**config.mk**
```make
export PLATFORM = sky130hd
export DESIGN_NAME = fp_unpack_norm_flat
export DESIGN_NICKNAME = d
export VERILOG_FILES = /design/src/rtl/fp_unpack_norm_if.sv /design/src/rtl/fp_unpack_norm.sv /design/src/flat_wrapper.sv
export SDC_FILE = /design/constraint.sdc
export NUM_CORES = 1
export LEC_CHECK = 0
export ABC_AREA = 1
export BUFFER_PORTS_ARGS = -buffer_cell sky130_fd_sc_hd__buf_2
export CELL_PAD_IN_SITES_DETAIL_PLACEMENT = 0
export CELL_PAD_IN_SITES_GLOBAL_PLACEMENT = 1
export CORE_MARGIN = 2
export CORE_UTILIZATION = 37
export DETAILED_ROUTE_END_ITERATION = 8
export GPL_ROUTABILITY_DRIVEN = 0
export GPL_TIMING_DRIVEN = 0
export PLACE_DENSITY_LB_ADDON = 0.1
export SLEW_MARGIN = 20
export SYNTH_ARGS = -nofsm -noshare
export SYNTH_HDL_FRONTEND = slang
export SYNTH_SLANG_ARGS = --single-unit
```
**constraint.sdc**
```tcl
create_clock -name clk -period 1.6 [get_ports clk]
set_clock_uncertainty 0.15 [all_clocks]
set_input_delay 0.32 -clock clk [delete_from_list [all_inputs] [get_ports clk]]
set_output_delay 0.32 -clock clk [all_outputs]
set_load 0.02 [all_outputs]
```
**src/rtl/fp_unpack_norm_if.sv**
```systemverilog
// ---------------------------------------------------------------------------
// fp_unpack_norm_if
// Handshake/data bundle for the single-precision unpack stage.
//   Input side  : in_valid / in_ready / in_data[31:0]  (raw IEEE-754 operand)
//   Output side : out_valid / out_ready plus the unpacked fields
//                 out_sign, out_exp[9:0] (signed, unbiased),
//                 out_mant[23:0] (bit 23 = hidden bit) and the class flags
//                 out_zero / out_inf / out_nan / out_denorm.
// Modports:
//   slave  - the unpack block (consumes operands, produces results)
//   master - the environment (upstream producer + downstream consumer)
// ---------------------------------------------------------------------------
interface fp_unpack_norm_if;
    logic        in_valid;
    logic        in_ready;
    logic [31:0] in_data;
    logic        out_valid;
    logic        out_ready;
    logic        out_sign;
    logic [9:0]  out_exp;
    logic [23:0] out_mant;
    logic        out_zero;
    logic        out_inf;
    logic        out_nan;
    logic        out_denorm;

    modport slave (
        input  in_valid, in_data, out_ready,
        output in_ready, out_valid, out_sign, out_exp, out_mant,
               out_zero, out_inf, out_nan, out_denorm
    );

    modport master (
        output in_valid, in_data, out_ready,
        input  in_ready, out_valid, out_sign, out_exp, out_mant,
               out_zero, out_inf, out_nan, out_denorm
    );
endinterface

```
**src/rtl/fp_unpack_norm.sv**
```systemverilog
// ---------------------------------------------------------------------------
// fp_unpack_norm
// Decodes one IEEE-754 single-precision operand into sign, unbiased signed
// exponent and a 24-bit mantissa with explicit hidden bit, and classifies it
// as zero / inf / NaN / denormal / normal. Denormals are normalised by an
// iterative left shifter (SHIFT_PER_CYC bits per cycle, never overshooting).
// One operand in flight: IDLE accepts, NORM shifts, DONE holds the result
// until the downstream takes it.
//
// Ports:
//   clk  - clock, rising edge
//   rst  - asynchronous active-high reset (aborts any operand in flight)
//   bus  - fp_unpack_norm_if.slave (in_* operand handshake, out_* result)
//
// Parameters:
//   EXP_BIAS      - bias removed from the exponent field (127)
//   SHIFT_PER_CYC - mantissa bits shifted per NORM cycle; legal 1, 2, 4
//
// Build option:
//   FP_UNPACK_DAZ_EN - denormals-are-zero. A denormal is reported as a signed
//                      zero with out_denorm=1 after one cycle; the NORM state
//                      and the shifter are not built.
// ---------------------------------------------------------------------------
module fp_unpack_norm #(
    parameter int EXP_BIAS      = 127,
    parameter int SHIFT_PER_CYC = 1
) (
    input  logic               clk,
    input  logic               rst,
    fp_unpack_norm_if.slave    bus
);

    typedef enum logic [1:0] {
        S_IDLE = 2'd0,
`ifndef FP_UNPACK_DAZ_EN
        S_NORM = 2'd1,
`endif
        S_DONE = 2'd2
    } state_t;

    // Inf/NaN report the exponent one past the largest normal one.
    localparam logic [9:0] EXP_SPECIAL = 10'd128;

    state_t      state_q, state_d;
    logic        sign_q, sign_d;
    logic [9:0]  exp_q, exp_d;
    logic [23:0] mant_q, mant_d;
    logic        zero_q, zero_d;
    logic        inf_q, inf_d;
    logic        nan_q, nan_d;
    logic        denorm_q, denorm_d;

    logic [7:0]  exp_field;
    logic [22:0] frac_field;

    assign exp_field  = bus.in_data[30:23];
    assign frac_field = bus.in_data[22:0];

`ifndef FP_UNPACK_DAZ_EN
    // Denormals carry the minimum normal exponent before shifting.
    localparam logic [9:0] EXP_DENORM = 10'(1 - EXP_BIAS);

    // lead_hit[gi] is set when a 1 sits gi+1 places below the hidden-bit
    // position, i.e. shifting gi+1 bits would complete normalisation.
    logic [SHIFT_PER_CYC-1:0] lead_hit;
    logic [2:0]               shift_amt;
    logic [23:0]              mant_shifted;

    genvar gi;
    generate
        for (gi = 0; gi < SHIFT_PER_CYC; gi++) begin : g_lead
            assign lead_hit[gi] = mant_q[22-gi];
        end
    endgenerate

    // Smallest distance to a set bit within this cycle's window wins, so the
    // last step shifts only the remaining leading zeros. When the window is
    // all zero a full SHIFT_PER_CYC step is taken.
    always_comb begin
        shift_amt = 3'(SHIFT_PER_CYC);
        for (int i = SHIFT_PER_CYC - 1; i >= 0; i--) begin
            if (lead_hit[i]) begin
                shift_amt = 3'(i + 1);
            end
        end
        mant_shifted = mant_q << shift_amt;
    end
`endif

    always_comb begin
        state_d  = state_q;
        sign_d   = sign_q;
        exp_d    = exp_q;
        mant_d   = mant_q;
        zero_d   = zero_q;
        inf_d    = inf_q;
        nan_d    = nan_q;
        denorm_d = denorm_q;

        unique case (state_q)
            S_IDLE: begin
                if (bus.in_valid) begin
                    sign_d   = bus.in_data[31];
                    zero_d   = 1'b0;
                    inf_d    = 1'b0;
                    nan_d    = 1'b0;
                    denorm_d = 1'b0;
                    state_d  = S_DONE;
                    if (exp_field == 8'h00 && frac_field == 23'd0) begin
                        exp_d  = 10'd0;
                        mant_d = 24'd0;
                        zero_d = 1'b1;
                    end else if (exp_field == 8'hFF) begin
                        // Inf gives {1,0} = 0x800000, NaN keeps its payload.
                        exp_d  = EXP_SPECIAL;
                        mant_d = {1'b1, frac_field};
                        inf_d  = (frac_field == 23'd0);
                        nan_d  = (frac_field != 23'd0);
                    end else if (exp_field == 8'h00) begin
                        denorm_d = 1'b1;
`ifdef FP_UNPACK_DAZ_EN
                        exp_d    = 10'd0;
                        mant_d   = 24'd0;
                        zero_d   = 1'b1;
`else
                        exp_d    = EXP_DENORM;
                        mant_d   = {1'b0, frac_field};
                        state_d  = S_NORM;
`endif
                    end else begin
                        exp_d  = {2'b00, exp_field} - 10'(EXP_BIAS);
                        mant_d = {1'b1, frac_field};
                    end
                end
            end
`ifndef FP_UNPACK_DAZ_EN
            S_NORM: begin
                mant_d = mant_shifted;
                exp_d  = exp_q - {7'd0, shift_amt};
                if (mant_shifted[23]) begin
                    state_d = S_DONE;
                end
            end
`endif
            S_DONE: begin
                if (bus.out_ready) begin
                    state_d = S_IDLE;
                end
            end
            default: begin
                state_d = S_IDLE;
            end
        endcase
    end

    always_ff @(posedge clk or posedge rst) begin
        if (rst) begin
            state_q  <= S_IDLE;
            sign_q   <= 1'b0;
            exp_q    <= 10'd0;
            mant_q   <= 24'd0;
            zero_q   <= 1'b0;
            inf_q    <= 1'b0;
            nan_q    <= 1'b0;
            denorm_q <= 1'b0;
        end else begin
            state_q  <= state_d;
            sign_q   <= sign_d;
            exp_q    <= exp_d;
            mant_q   <= mant_d;
            zero_q   <= zero_d;
            inf_q    <= inf_d;
            nan_q    <= nan_d;
            denorm_q <= denorm_d;
        end
    end

    assign bus.in_ready   = (state_q == S_IDLE);
    assign bus.out_valid  = (state_q == S_DONE);
    assign bus.out_sign   = sign_q;
    assign bus.out_exp    = exp_q;
    assign bus.out_mant   = mant_q;
    assign bus.out_zero   = zero_q;
    assign bus.out_inf    = inf_q;
    assign bus.out_nan    = nan_q;
    assign bus.out_denorm = denorm_q;

endmodule

```
**src/flat_wrapper.sv**
```systemverilog
// flat-port wrapper written by rule: the top's interface ports become plain ports
module fp_unpack_norm_flat 
#(
    parameter int EXP_BIAS      = 127,
    parameter int SHIFT_PER_CYC = 1
)
  (clk, rst, bus_in_valid, bus_in_data, bus_out_ready, bus_in_ready, bus_out_valid, bus_out_sign, bus_out_exp, bus_out_mant, bus_out_zero, bus_out_inf, bus_out_nan, bus_out_denorm);
  fp_unpack_norm_if bus_i ();
  input  logic clk;
  input  logic rst;
  input wire logic [$bits(bus_i.in_valid)-1:0] bus_in_valid;
  input wire logic [$bits(bus_i.in_data)-1:0] bus_in_data;
  input wire logic [$bits(bus_i.out_ready)-1:0] bus_out_ready;
  output wire logic [$bits(bus_i.in_ready)-1:0] bus_in_ready;
  output wire logic [$bits(bus_i.out_valid)-1:0] bus_out_valid;
  output wire logic [$bits(bus_i.out_sign)-1:0] bus_out_sign;
  output wire logic [$bits(bus_i.out_exp)-1:0] bus_out_exp;
  output wire logic [$bits(bus_i.out_mant)-1:0] bus_out_mant;
  output wire logic [$bits(bus_i.out_zero)-1:0] bus_out_zero;
  output wire logic [$bits(bus_i.out_inf)-1:0] bus_out_inf;
  output wire logic [$bits(bus_i.out_nan)-1:0] bus_out_nan;
  output wire logic [$bits(bus_i.out_denorm)-1:0] bus_out_denorm;
  assign bus_i.in_valid = bus_in_valid;
  assign bus_i.in_data = bus_in_data;
  assign bus_i.out_ready = bus_out_ready;
  assign bus_in_ready = bus_i.in_ready;
  assign bus_out_valid = bus_i.out_valid;
  assign bus_out_sign = bus_i.out_sign;
  assign bus_out_exp = bus_i.out_exp;
  assign bus_out_mant = bus_i.out_mant;
  assign bus_out_zero = bus_i.out_zero;
  assign bus_out_inf = bus_i.out_inf;
  assign bus_out_nan = bus_i.out_nan;
  assign bus_out_denorm = bus_i.out_denorm;
  fp_unpack_norm #(.EXP_BIAS(EXP_BIAS), .SHIFT_PER_CYC(SHIFT_PER_CYC)) u_core (.clk(clk), .rst(rst), .bus(bus_i));
endmodule
```
* Word level (Yosys, flattened, before mapping)
Cells that the tools add are included.
** Word-level totals
- Flip-flop bits (word level) :: 41
- Bits of input ports :: 36
- Output and inout bits :: 41
- Logic and storage cells :: 50
** Operators by class
- Add/subtract/negate cells :: 2
- Eq/ne operators :: 6
- Multiplexer cells :: 25
- Reduce and logical (&&, ||, !) cells :: 9
** Operators by type and width (number)
- 24-bit two-way mux :: 4
- 24-bit one-hot mux with 2 select lines :: 1
- 10-bit two-way mux :: 4
- 23-bit zero test :: 1
- 23-bit nonzero test :: 1
- 10-bit one-hot mux with 2 select lines :: 1
- 2-bit two-way mux :: 6
- 10-bit by 1-bit subtractor with 10-bit output (second input constant) :: 1
- 8-bit by 7-bit subtractor with 9-bit output (second input constant) :: 1
- 8-bit == test (second input constant) :: 1
- 8-bit zero test :: 1
- 1-bit two-way mux :: 8
- 2-bit one-hot mux with 3 select lines :: 1
- 2-bit inequality test (second input constant) :: 2
- 2-bit AND reduction :: 2
- 3-bit AND reduction :: 1
- 2-bit by 1-bit == test with 1-bit output (second input constant) :: 1
- 2-bit == test (second input constant) :: 1
- 2-bit zero test :: 1
- 2-bit by 1-bit inequality test with 1-bit output (second input constant) :: 1
- 2-bit nonzero test :: 1
- 1-bit logical AND :: 1

* Depth between registers and ports, before layout
- Word-level depth :: 6
- Mapped depth :: 10
- Gate-level depth less buffers :: 10

* Worst setup path before layout
Ideal clock, no wire load.
- Kind :: register -> register
- Start :: register u_core.exp_q[0], in the netlist u_core.bus.out_exp[0]
- End :: register u_core.exp_q[8], in the netlist u_core.bus.out_exp[8]
- Library setup time :: 0.116 ns
- Data arrival time :: 1.285 ns
- Required time :: 1.334 ns
- Slack :: 0.049 ns
- Cell stages (with the launch flop) :: 10
- Path buffers :: 0
- Clock period less this slack :: 1.551 ns
- Cell sequence :: dfrtp_1 -> inv_1 -> ha_1 -> nand3_1 -> nor2_1 -> xor2_1 -> nand2_1 -> nand2_1 -> nand2_1 -> nand2_1
** On the way
- Longest elaborated chain between the ends :: 2
** Ends and longest elaborated chain
- from (decl) :: RTL line fp_unpack_norm.sv:46 : logic [9:0] exp_q, exp_d;
- from (signal assigned) :: RTL line fp_unpack_norm.sv:169 : exp_q <= exp_d;
- 10-bit by 1-bit subtractor with 10-bit output :: RTL line fp_unpack_norm.sv:139 : exp_d = exp_q - {7'd0, shift_amt};
- 10-bit one-hot mux with 2 select lines :: RTL line fp_unpack_norm.sv:100 : unique case (state_q)
No other way between the ends.
A chain may end at the register's enable or synchronous reset.

* Final worst setup path
- Start :: register u_core.state_q[0]
- End :: output port bus_in_ready
** On the way
- Longest elaborated chain between the ends :: 1
** Ends and longest elaborated chain
- from (decl) :: RTL line fp_unpack_norm.sv:44 : state_t state_q, state_d;
- from (signal assigned) :: RTL line fp_unpack_norm.sv:167 : state_q <= state_d;
- 2-bit zero test :: RTL line fp_unpack_norm.sv:178 : assign bus.in_ready = (state_q == S_IDLE);
- to (decl) :: RTL line flat_wrapper.sv:14 : output wire logic [$bits(bus_i.in_ready)-1:0] bus_in_ready;
No other way between the ends.

==> impl_metrics.toml <==
[detailed_routing]
via_per_inst = 4.94
first_iter_violations = 108
drt-wirelength-per-cell_um = 14.3
routed-via-count = 2317
drt_first_pass_iters = 4
drc_errors = 0
detail-route-antenna-nets = 0
drt-total-wl_um = 6720

[clock_network]
cts_sinks = 41
clk_latency_ns = 0.30
clock_tree_from_tritoncts = "yes"
cts-root-to-sink-buffers = 2
ctsRootBufferMaster = "sky130_fd_sc_hd__clkbuf_8"
cts.clk_slew.worst_paths_ns = 0.08
htreeDepth = 2
tritoncts.num_buffers = 5

[logic_synthesis]
synth_nets = 343
yosys_warnings = 0
synth.avg_cell_area_sq_um = 8.19
synthTopCellsByArea = "sky130_fd_sc_hd__dfrtp_1 (41%), sky130_fd_sc_hd__o221ai_2 (9.0%), sky130_fd_sc_hd__nand3_1 (8.0%)"
yosys.cell_count.top_type = "sky130_fd_sc_hd__nand2_1"
mappedNetlistArea_sq_um = 2490
netlist.area_leader.share_pct = 41.2
synth.top_cells.by_count = "sky130_fd_sc_hd__nand2_1 (53), sky130_fd_sc_hd__inv_1 (45), sky130_fd_sc_hd__dfrtp_1 (41)"
dominantRegCellSynth = "sky130_fd_sc_hd__dfrtp_1"
post-synth-top-area-cell = "sky130_fd_sc_hd__dfrtp_1"
ys_seq_elements = 41
synthDistinctLibCells = 36
post_synthesis_sequential_area_ratio_pct = 41.2
synth_enable_flop_cells = 0
synthesis.instances = 304
synth-async-reset-ratio_pct = 100

[global_route]
first_pass_grt_wire_length_um = 11000
grt_max_degree = 25
number_of_global_route_vias_before_repair = 2236
antenna_found_initial = 0
globalRouteOverflowTotal = 0
gr-usage-all-layers_pct = 18.9

[outcome]
run_status = "complete, no violations"

[job]
cap_violations = 0

[place]
worst_setup_slack_post_dpl_ns = -0.258
dp.cells = 458
hpwlAfterDp_um = 5090
portBuffers = 76

[die]
floorplan.rows = 29
fp.dieH_um = 86.0
die-area_sq_um = 7400
initial_utilization_pct = 38.8
dieWidth_um = 86.0
ios = 77
core_area_sq_um = 6420

[final_layout]
layout-area-overhead-vs-synth_pct = 27.0
final_nets = 430
post_layout_nonfiller_instances = 469
share_of_cells_above_drive_strength_1_pct = 34.9
layout.core_utilization_pct = 49.2
antennaDiodeCount = 0

[sta]
tcrit_tclk_final_pct = 97.1
max_freq_mhz = 643
minimum_period_implied_by_the_final_worst_setup_slack_ns = 1.55
setup_ws_ns = 0.0458
timing.slew.headroom_pct = 68.4
tightestPinTransition_ns = 0.474
slew_violations = 0
report.final.setup_viol = 0
number_of_hold_violations_in_the_final_report = 0

[pwr]
ratio_of_total_power_to_cell_area_nw_per_um2 = 1130
power.ir.vdd_worst_mv = 0.492
leakagePower_nw = 1.62

[critical_path]
criticalPathCategory = "reg2out"
kind_of_capture_point_of_the_worst_setup_path = "output port"
cp.required_ns = 1.13
cpMaxStageDelayCell = "sky130_fd_sc_hd__dfrtp_2"
critPathArrivalTime_ns = 1.08
critical_path.cell_chain = "nor2_4 -> buf_2"
crit_path_max_fanout = 4
critPathLaunchType = "flop"
cp_slowest_stage_delay_ns = 0.46

[min_path]
hold_path_class = "in2reg"
==> critical path: cells and delay by family (launching register included) <==
family	cells	cell delay [ns]
buffers and inverters	1	0.18
DFF	1	0.46
and+or+nand+nor	1	0.14
==> metal layers <==
metal | vias up | wire length, um | GRT usage (%)
met5 | - | 0 | 0
met1 | 1056 | 3400 | 27.6
met4 | 0 | 96 | 6.49
met2 | 61 | 2830 | 26.8
met3 | 8 | 398 | 4.81
li1 | 1192 | - | -
==> cell usage in the layout, fill, tap and decap left out, types with 2 or more instances in the layout <==
master	synthesis	routed
sky130_fd_sc_hd__dfrtp_2	0	2
sky130_fd_sc_hd__inv_1	45	43
sky130_fd_sc_hd__xor2_1	2	2
sky130_fd_sc_hd__buf_6	5	5
sky130_fd_sc_hd__inv_2	4	6
sky130_fd_sc_hd__buf_4	0	2
sky130_fd_sc_hd__o211ai_1	5	5
sky130_fd_sc_hd__nand2_2	3	3
sky130_fd_sc_hd__nor3_1	2	2
sky130_fd_sc_hd__nor2_1	36	35
sky130_fd_sc_hd__ha_1	3	2
sky130_fd_sc_hd__nor2_2	2	2
sky130_fd_sc_hd__a21oi_1	5	4
sky130_fd_sc_hd__o21ai_1	4	4
sky130_fd_sc_hd__clkbuf_8	0	6
sky130_fd_sc_hd__nand3_2	1	2
sky130_fd_sc_hd__buf_2	6	81
sky130_fd_sc_hd__clkbuf_1	2	3
sky130_fd_sc_hd__nand2_1	53	53
sky130_fd_sc_hd__nor2_4	2	3
sky130_fd_sc_hd__dfrtp_1	41	39
sky130_fd_sc_hd__o21ai_0	7	7
sky130_fd_sc_hd__o221ai_2	15	15
sky130_fd_sc_hd__nand4_1	4	4
sky130_fd_sc_hd__o221ai_1	4	4
sky130_fd_sc_hd__nand3_1	40	39
==> timing repair <==
action                                 4_1_cts  5_1_grt
setup endpoints to repair                    1       13
endpoints found under the hold margin       17        0
setup buffers                                0        2
pin swaps                                    0        3
hold buffers                                 1        0
resized for setup                            1        9
==> worst paths after layout <==
kind / slack (ns) / startpoint / to / depth (start not counted)
worst max-delay path: 0.05 / u_core.state_q[0]$_DFFE_PP0P_ / bus_in_ready / 2
worst min-delay path: 0.07 / bus_in_data[31] / u_core.bus.out_sign$_DFFE_PP0P_ / 3
worst max register to register: 0.10 / u_core.state_q[1]$_DFFE_PP0P_ / u_core.bus.out_mant[8]$_DFFE_PP0P_ / 5
worst min register to register: 0.33 / u_core.bus.out_denorm$_DFFE_PP0P_ / u_core.bus.out_denorm$_DFFE_PP0P_ / 2
max in group asynchronous: 0.42 / rst / u_core.state_q[0]$_DFFE_PP0P_ / 4
min in group asynchronous: 0.40 / rst / u_core.bus.out_mant[18]$_DFFE_PP0P_ / 3
==> power by group <==
part / total [mW] / internal, mW / switching (mW)
Sequential: 1.40 / 1.24 / 0.158
Combinational: 1.30 / 0.480 / 0.817
Clock: 0.892 / 0.509 / 0.383
Total: 3.58 / 2.23 / 1.36
==> cells by family (layout without fill, tap and decap cells) <==
group | count (synthesis) | in the layout | synth area share [%]
AOI/OAI and AO/OA | 51 | 51 | 19.2
xor gates and xnor gates | 3 | 3 | 1.06
adders and majority gates | 3 | 3 | 1.51
buffers and inverters | 62 | 150 | 11.2
DFF | 41 | 41 | 41.2
and+or+nand+nor | 144 | 144 | 25.9
==> sequential cells by signal, summed over array words and instances (netlist names) <==
register,flops
u_core.bus.out_exp,10
u_core.bus.out_zero,1
u_core.bus.out_mant,24
u_core.bus.out_sign,1
u_core.bus.out_inf,1
u_core.bus.out_denorm,1
u_core.bus.out_nan,1
u_core.state_q,2
==> stage by stage <==
step | setup TNS, ns | cell area [sq um] | hold slack, ns | total power, mW
5_1_grt | -0.0163 | 3160 | 0.0874 | 3.82
3_5_place_dp | -1.82 | 2990 | 0.193 | 2.68
4_1_cts | 0 | 3120 | 0.0683 | 3.58
6_report | 0 | 3160 | 0.0698 | 3.58
3_3_place_gp | -21.91 | 2970 | 0.315 | 2.67
2_1_floorplan | 0 | 2490 | 0.280 | 2.26
==> area by class of cell <==
type	instances	area, sq um
plain buffers	13	96.3
clock buffers	7	86.3
clock inverters	1	30.0
fillers	642	3260
inverters	49	184
multi-input cells	201	1210
flip-flops and latches	41	1030
well taps	77	96.3
repair buffers	80	425
No activity file was read; power rests on OpenSTA's default activity.
